--- src/rtl/bcd_to_bin_seq.sv ---
// -----------------------------------------------------------------------------
// bcd_to_bin_seq
//
// Sequential multi-digit BCD-to-binary converter (reverse double-dabble).
// One word is accepted on the input handshake. Each clock then shifts {B, Y}
// right by one bit and subtracts 3 from every BCD digit of B that is >= 8.
// After N = 4*DIGITS iterations Y holds the binary value. Y is presented on
// the output handshake until the consumer takes it.
//
// Optional feature macro: BCD2BIN_CHECK_EN
//   When this macro is defined, an accepted word that holds any digit > 9
//   goes straight to DONE with bin_out = 0 and err = 1. When it is not
//   defined, err is tied to 0.
//
// Ports
//   clk        in   rising-edge clock
//   rst_n      in   asynchronous active-low reset
//   in_valid   in   BCD word present on bcd_in
//   in_ready   out  converter can accept (IDLE only)
//   bcd_in     in   N-bit packed BCD, digit 0 in bits [3:0]
//   out_valid  out  result present on bin_out / err
//   out_ready  in   consumer accepts the result
//   bin_out    out  N-bit unsigned binary result
//   err        out  input contained a digit > 9 (check build only)
// -----------------------------------------------------------------------------
module bcd_to_bin_seq #(
  parameter int DIGITS = 4
) (
  input  logic                  clk,
  input  logic                  rst_n,
  input  logic                  in_valid,
  output logic                  in_ready,
  input  logic [4*DIGITS-1:0]   bcd_in,
  output logic                  out_valid,
  input  logic                  out_ready,
  output logic [4*DIGITS-1:0]   bin_out,
  output logic                  err
);

  localparam int N  = 4 * DIGITS;
  localparam int CW = $clog2(N + 1);

  typedef enum logic [1:0] {
    IDLE  = 2'd0,
    SHIFT = 2'd1,
    DONE  = 2'd2
  } state_t;

  state_t            state_r, state_s;
  logic [N-1:0]      b_r, b_s;
  logic [N-1:0]      y_r, y_s;
  logic [CW-1:0]     cnt_r, cnt_s;
  logic [2*N-1:0]    sh_s;

  // Subtract 3 from every digit that is >= 8 (bit 3 set). All digits are
  // corrected in parallel.
  function automatic logic [N-1:0] fix_digits(input logic [N-1:0] v);
    logic [N-1:0] r;
    r = v;
    for (int i = 0; i < DIGITS; i++) begin
      if (v[4*i+3]) begin
        r[4*i +: 4] = v[4*i +: 4] - 4'd3;
      end else begin
        r[4*i +: 4] = v[4*i +: 4];
      end
    end
    return r;
  endfunction

`ifdef BCD2BIN_CHECK_EN
  logic err_r, err_s;

  // A digit is illegal when it is 1010..1111: bit 3 set together with bit 2 or bit 1.
  function automatic logic has_bad_digit(input logic [N-1:0] v);
    logic bad;
    bad = 1'b0;
    for (int i = 0; i < DIGITS; i++) begin
      bad = bad | (v[4*i+3] & (v[4*i+2] | v[4*i+1]));
    end
    return bad;
  endfunction
`endif

  // State and working registers, cleared asynchronously.
  always_ff @(posedge clk or negedge rst_n) begin
    if (!rst_n) begin
      state_r <= IDLE;
      b_r     <= {N{1'b0}};
      y_r     <= {N{1'b0}};
      cnt_r   <= {CW{1'b0}};
`ifdef BCD2BIN_CHECK_EN
      err_r   <= 1'b0;
`endif
    end else begin
      state_r <= state_s;
      b_r     <= b_s;
      y_r     <= y_s;
      cnt_r   <= cnt_s;
`ifdef BCD2BIN_CHECK_EN
      err_r   <= err_s;
`endif
    end
  end

  // Next-state and datapath update for the three-state sequencer.
  always_comb begin
    state_s = state_r;
    b_s     = b_r;
    y_s     = y_r;
    cnt_s   = cnt_r;
    sh_s    = {b_r, y_r} >> 1;
`ifdef BCD2BIN_CHECK_EN
    err_s   = err_r;
`endif
    case (state_r)
      IDLE: begin
        if (in_valid) begin
          b_s   = bcd_in;
          y_s   = {N{1'b0}};
          cnt_s = {CW{1'b0}};
`ifdef BCD2BIN_CHECK_EN
          if (has_bad_digit(bcd_in)) begin
            err_s   = 1'b1;
            state_s = DONE;
          end else begin
            err_s   = 1'b0;
            state_s = SHIFT;
          end
`else
          state_s = SHIFT;
`endif
        end else begin
          state_s = IDLE;
        end
      end
      SHIFT: begin
        // B's LSB moves into Y's MSB; only the shifted B gets digit correction.
        b_s   = fix_digits(sh_s[2*N-1:N]);
        y_s   = sh_s[N-1:0];
        cnt_s = cnt_r + {{(CW-1){1'b0}}, 1'b1};
        if (cnt_r == CW'(N - 1)) begin
          state_s = DONE;
        end else begin
          state_s = SHIFT;
        end
      end
      DONE: begin
        if (out_ready) begin
          state_s = IDLE;
`ifdef BCD2BIN_CHECK_EN
          err_s   = 1'b0;
`endif
        end else begin
          state_s = DONE;
        end
      end
      default: begin
        state_s = IDLE;
      end
    endcase
  end

  // Handshake flags come from registered state only. The result is gated
  // so that a partial Y is never visible outside DONE.
  assign in_ready  = (state_r == IDLE);
  assign out_valid = (state_r == DONE);
  assign bin_out   = (state_r == DONE) ? y_r : {N{1'b0}};
`ifdef BCD2BIN_CHECK_EN
  assign err       = (state_r == DONE) & err_r;
`else
  assign err       = 1'b0;
`endif

endmodule
--- config.mk ---
export PLATFORM = sky130hd
export DESIGN_NAME = bcd_to_bin_seq
export DESIGN_NICKNAME = d
export VERILOG_FILES = /design/src/rtl/bcd_to_bin_seq.sv
export SDC_FILE = /design/constraint.sdc
export NUM_CORES = 1
export LEC_CHECK = 0
export ABC_AREA = 1
export CORE_MARGIN = 2
export CORE_UTILIZATION = 45
export CTS_CLUSTER_DIAMETER = 60
export DETAILED_ROUTE_END_ITERATION = 16
export GPL_TIMING_DRIVEN = 0
export HOLD_SLACK_MARGIN = 0.08
export PLACE_DENSITY = 0.71
export SLEW_MARGIN = 40
export SYNTH_ARGS = -nofsm -noshare
export SYNTH_HDL_FRONTEND = slang
export SYNTH_SLANG_ARGS = --single-unit
--- constraint.sdc ---
create_clock -name clk -period 2.1 [get_ports clk]
set_clock_uncertainty 0.15 [all_clocks]
set_input_delay 0.315 -clock clk [delete_from_list [all_inputs] [get_ports clk]]
set_output_delay 0.315 -clock clk [all_outputs]
set_load 0.02 [all_outputs]
* Word-level counts from Yosys, hierarchy flattened
Cells that the tools add are included.
** Operators by class
- Add/subtract/negate cells :: 4
- Eq/ne operators :: 4
- Mux-type cells :: 14
- Reductions and logical operators :: 3
** Operator list (number)
- 16-bit case mux with 2 select lines :: 2
- 16-bit two-way mux :: 3
- 4-bit two-way mux :: 3
- 4-bit by 2-bit subtractor with 4-bit output, second input constant :: 3
- 5-bit case mux with 2 select lines :: 1
- 2-bit case mux with 3 select lines :: 1
- 5-bit by 1-bit adder with 5-bit output, second input constant :: 1
- 5-bit by 4-bit == test with 1-bit output, second input constant :: 1
- 5-bit two-way mux :: 1
- 2-bit two-way mux :: 2
- 2-bit by 1-bit == test with 1-bit output, second input constant :: 1
- 2-bit == test, second input constant :: 1
- 2-bit zero test :: 1
- 2-bit != test, second input constant :: 1
- 2-bit AND reduction :: 1
- 2-bit nonzero test :: 1
- 1-bit two-way mux :: 1
** Storage, ports and cells
- Bits in registers :: 39
- Input bits :: 20
- Output and inout bits :: 19
- Word-level logic and storage cells :: 29

* Depth between registers and ports, before layout
- Depth in word-level cells :: 3
- Depth in mapped cells :: 7
- Gate-level depth less buffers :: 7

* Worst setup path after synthesis
Ideal clock, no wire load.
- Path kind :: register -> output
- From :: register state_r[0]
- To :: output port bin_out[10]
- Data arrival time :: 1.123 ns
- Data required time :: 1.635 ns
- Slack :: 0.512 ns
- Cell stages (with the launch flop) :: 5
- Path buffers :: 1
- Cell sequence :: dfrtp_1 -> inv_2 -> nand2_1 -> buf_2 -> nor2_1
** Between the ends
- Cells in the longest elaborated chain, start to end :: 2
** RTL lines
- from (decl) :: RTL line 49 : state_t state_r, state_s;
- from (signal assigned) :: RTL line 95 : state_r <= state_s;
- 2-bit == test :: RTL line 167 : assign bin_out = (state_r == DONE) ? y_r : {N{1'b0}};
- 16-bit two-way mux :: RTL line 167
- to (decl) :: RTL line 36 : output logic [4*DIGITS-1:0] bin_out,
Every way passes these cells.

* Worst setup path after layout
- From :: register state_r[1]
- To :: output port in_ready
** Between the ends
- Cells in the longest elaborated chain, start to end :: 1
** RTL lines
- 2-bit zero test :: RTL line 165 : assign in_ready = (state_r == IDLE);
- to (decl) :: RTL line 32 : output logic in_ready,
Every way passes these cells.

==> key figures <==
Status
  – Status: finished, final reports clean

STA
  – Ratio of final minimum period to clock period: 95.2%
  – Min Tclk post-route: 2000 ps
  – Hold WS: 346 ps
  – RSZ-0062 raised after global routing: false
  – Fmax achieved: 500 MHz
  – Final setup fails: 0
  – Max Slew Vio Count: 0
  – Final Hold Vio Count: 0

Pwr
  – Leak: about 1.3 nW
  – Pwr Density: 1360 nW/um^2
  – Worst VDD drop: 0.576 mV

Synth
  – Yosys Warn Count: 0
  – Mapped Area: about 1900 sq um
  – Yosys top cell area share: 50.4%
  – Mapped Avg Cell Area: 7.69 sq um
  – Yosys cell types: 16
  – Post-synth EDFFs: 0
  – Most common cell in the synthesized netlist: nand2_1
  – Top cell type by total area after synthesis: dfrtp_1
  – Async S/R FF share, synth: 100%
  – Syn Nets: 277
  – Post-synth top cells: nand2_1 (81), dfrtp_1 (39), inv_1 (32)
  – Post-synthesis cell count: 252
  – Post-synthesis sequential area ratio: ~50%
  – Post-synthesis sequential element count: 39
  – Dominant synthesized flop cell: dfrtp_1
  – Top post-synthesis cells by area: dfrtp_1 (50%), nand2_1 (16%), inv_1 (6.2%), nor2_1 (5.4%), o22ai_1 (5.2%)

Global routing
  – GRT Max-Usage Layer: met2
  – All-Layer GR Usage: 19.6%
  – Routing usage on met3: 3.78%
  – Antenna violations before repair: 0
  – Global-route wire length before repair: 7.56 mm
  – Vias in the first global route: 1753
  – Met2 usage: 31.1%
  – Global route overflow: 0
  – Largest net degree at the start of global routing: 40
  – GR Layer Usage met1: 25.8%

Floorplan
  – Core box area: 4060 sq um
  – Initial core utilization: 47.7%
  – I/O pin count: 39
  – Row cnt: 23
  – Die height: 69.6 um
  – Die Footprint: 4840 sq um
  – Die Span X: just under 70 um

Clocking
  – Clock-pin slew of the registers on the worst-case setup and hold paths: approximately 80 ps
  – CTS tree: built
  – Worst-case clock buffer depth: 2
  – CTS Sinks: 39
  – Root Driver: clkbuf_8
  – H-tree depth: 2
  – CTS buffer count: 5
  – Worst-Skew Late Latency: 290 ps

Detailed routing
  – Router iterations before antenna repair: 4
  – DRC Markers: 0
  – Post-DRT Antenna Nets: 0
  – DR vias/cell: 4.95
  – Starting DRC count in detailed routing: 110
  – Routed len/inst: 12.3 um
  – Routed WL: 4.28 mm
  – Via Count: roughly 1700

Final layout
  – Design Area, Final: approximately 2400 sq um
  – Nets: roughly 320
  – Filler cells: between 300 and 400
  – Antenna Cells: 0
  – Area Overhead vs Synth: 26.3%
  – Layout cells sized above 1: 12.4%

Placement
  – Placed cell area: 2370 sq um
  – Hpwl dp: 2.96 mm
  – PortBufs: 37
  – Gpl congestion: 0.776

Worst setup path
  – Critical Path RT: about 1600 ps
  – Worst path bufs/invs: 1
  – Worst Path Max Fanout: 4
  – CP Launch Point: state_r[1]
  – CP endpoint kind: output pin
  – Worst path max stage delay: 630 ps
  – Crit path max-delay family: buffers and inverters
  – Crit Path Category: flop to output pin
  – R2R Setup Slk: 530 ps
  – Worst setup endpoint: in_ready
  – WP data arrival: roughly 1500 ps
  – Slowest cell on the critical path: clkdlybuf4s50_1
  – Worst reg2reg path startpoint: state_r[0]
  – R2R depth: 5
  – CP Launch Type: flop
  – Critical Path, Cell by Cell: nor2_1, clkdlybuf4s50_1
  – WP depth: 2
  – Worst r2r dst: b_r[14]

Worst hold path
  – Worst min path class: flop to flop

Flow run
  – # Max-Cap Violations: 0
cells in the final DEF (no fill, tap or decap), types with 2 or more instances in the layout:
cell type / synthesis / layout
inv_2: 4 / 4
or2_2: 3 / 3
dlygate4sd2_1: 0 / 7
nor2_1: 28 / 28
clkbuf_2: 0 / 9
o22ai_1: 16 / 16
inv_1: 32 / 32
clkbuf_8: 0 / 6
nand2_2: 1 / 2
buf_4: 2 / 3
o21ai_0: 14 / 14
nand3_1: 18 / 18
nand2_1: 81 / 80
clkdlybuf4s50_1: 0 / 19
dfrtp_1: 39 / 39
ha_1: 5 / 5
buf_2: 6 / 5
cell type report:
cell class / count / area, sq um / share of cell area (%)
clock buffer: 6 / 82.6 / 3.38
timing repair buffer: 38 / 324 / 13.2
buffer: 8 / 47.5 / 1.94
multi-input combinational: 169 / 783 / 32.0
clock inverter: 2 / 35.0 / 1.43
sequential: 39 / 976 / 39.9
inverter: 36 / 135 / 5.52
tap: 50 / 62.6 / 2.56
tightest hold or removal path, stage by stage, from the launching register on:
cell and delay (ps):
dfrtp_1 360, nand2_1 50, o21ai_0 60
power breakdown:
group | internal (mW) | switching [mW] | leakage (nW)
combinational | 0.533 | 0.834 | 0.714
sequential | 1.09 | 0.223 | 0.499
clock | 0.385 | 0.270 | 0.0612
total | 2.00 | 1.33 | 1.27
flip-flops by register name (all words and copies together), names as in the netlist:
signal / cells
state_r: 2
b_r: 16
y_r: 16
cnt_r: 5
how the worst min path moves through the flow:
| stage | startpoint | slack (ps) | cells after the start | to |
|---|---|---|---|---|
| after floorplan | rst_n | -130 | 0 | b_r[0] |
| after global placement | b_r[14] | 310 | 2 | b_r[14] |
| after detailed placement | rst_n | 170 | 1 | y_r[2] |
| after CTS | b_r[0] | 350 | 2 | y_r[15] |
| after global routing | b_r[0] | 370 | 2 | y_r[15] |
| final | b_r[0] | 350 | 2 | y_r[15] |
layer usage:
metal,wire length [um],vias up
li1,-,876
met1,2030,810
met2,1990,31
met3,193,4
met4,64,0
met5,0,-
per-stage QoR:
stage / power, mW / setup WS (ps) / cells / util (%) / setup TNS [ps]
after floorplan: 2.31 / 512 / 252 / - / 0
after global routing: 3.67 / 9.53 / 348 / 60.3 / 0
after global placement: 2.63 / -412 / 339 / 58.4 / -16080
after detailed placement: 2.69 / -31.0 / 339 / 58.3 / -86.5
final: 3.33 / 101 / 348 / 60.3 / 0
after CTS: 3.36 / 15.5 / 348 / 61.0 / 0
cells by family after synthesis:
group	share of synthesized area [%]
other	0.194
adders and majority gates	3.23
AOI/OAI and AO/OA	9.24
buffers and inverters	9.30
and+or+nand+nor	27.6
DFF	50.4
repair_timing:
item	4_1_cts	5_1_grt
hold buffers	1	0
hold endpoints to repair	39	0
setup endpoints to repair	17	10
setup buffers	0	0
resized for setup	18	20
Note: power is estimated with default switching activity, not from simulation.
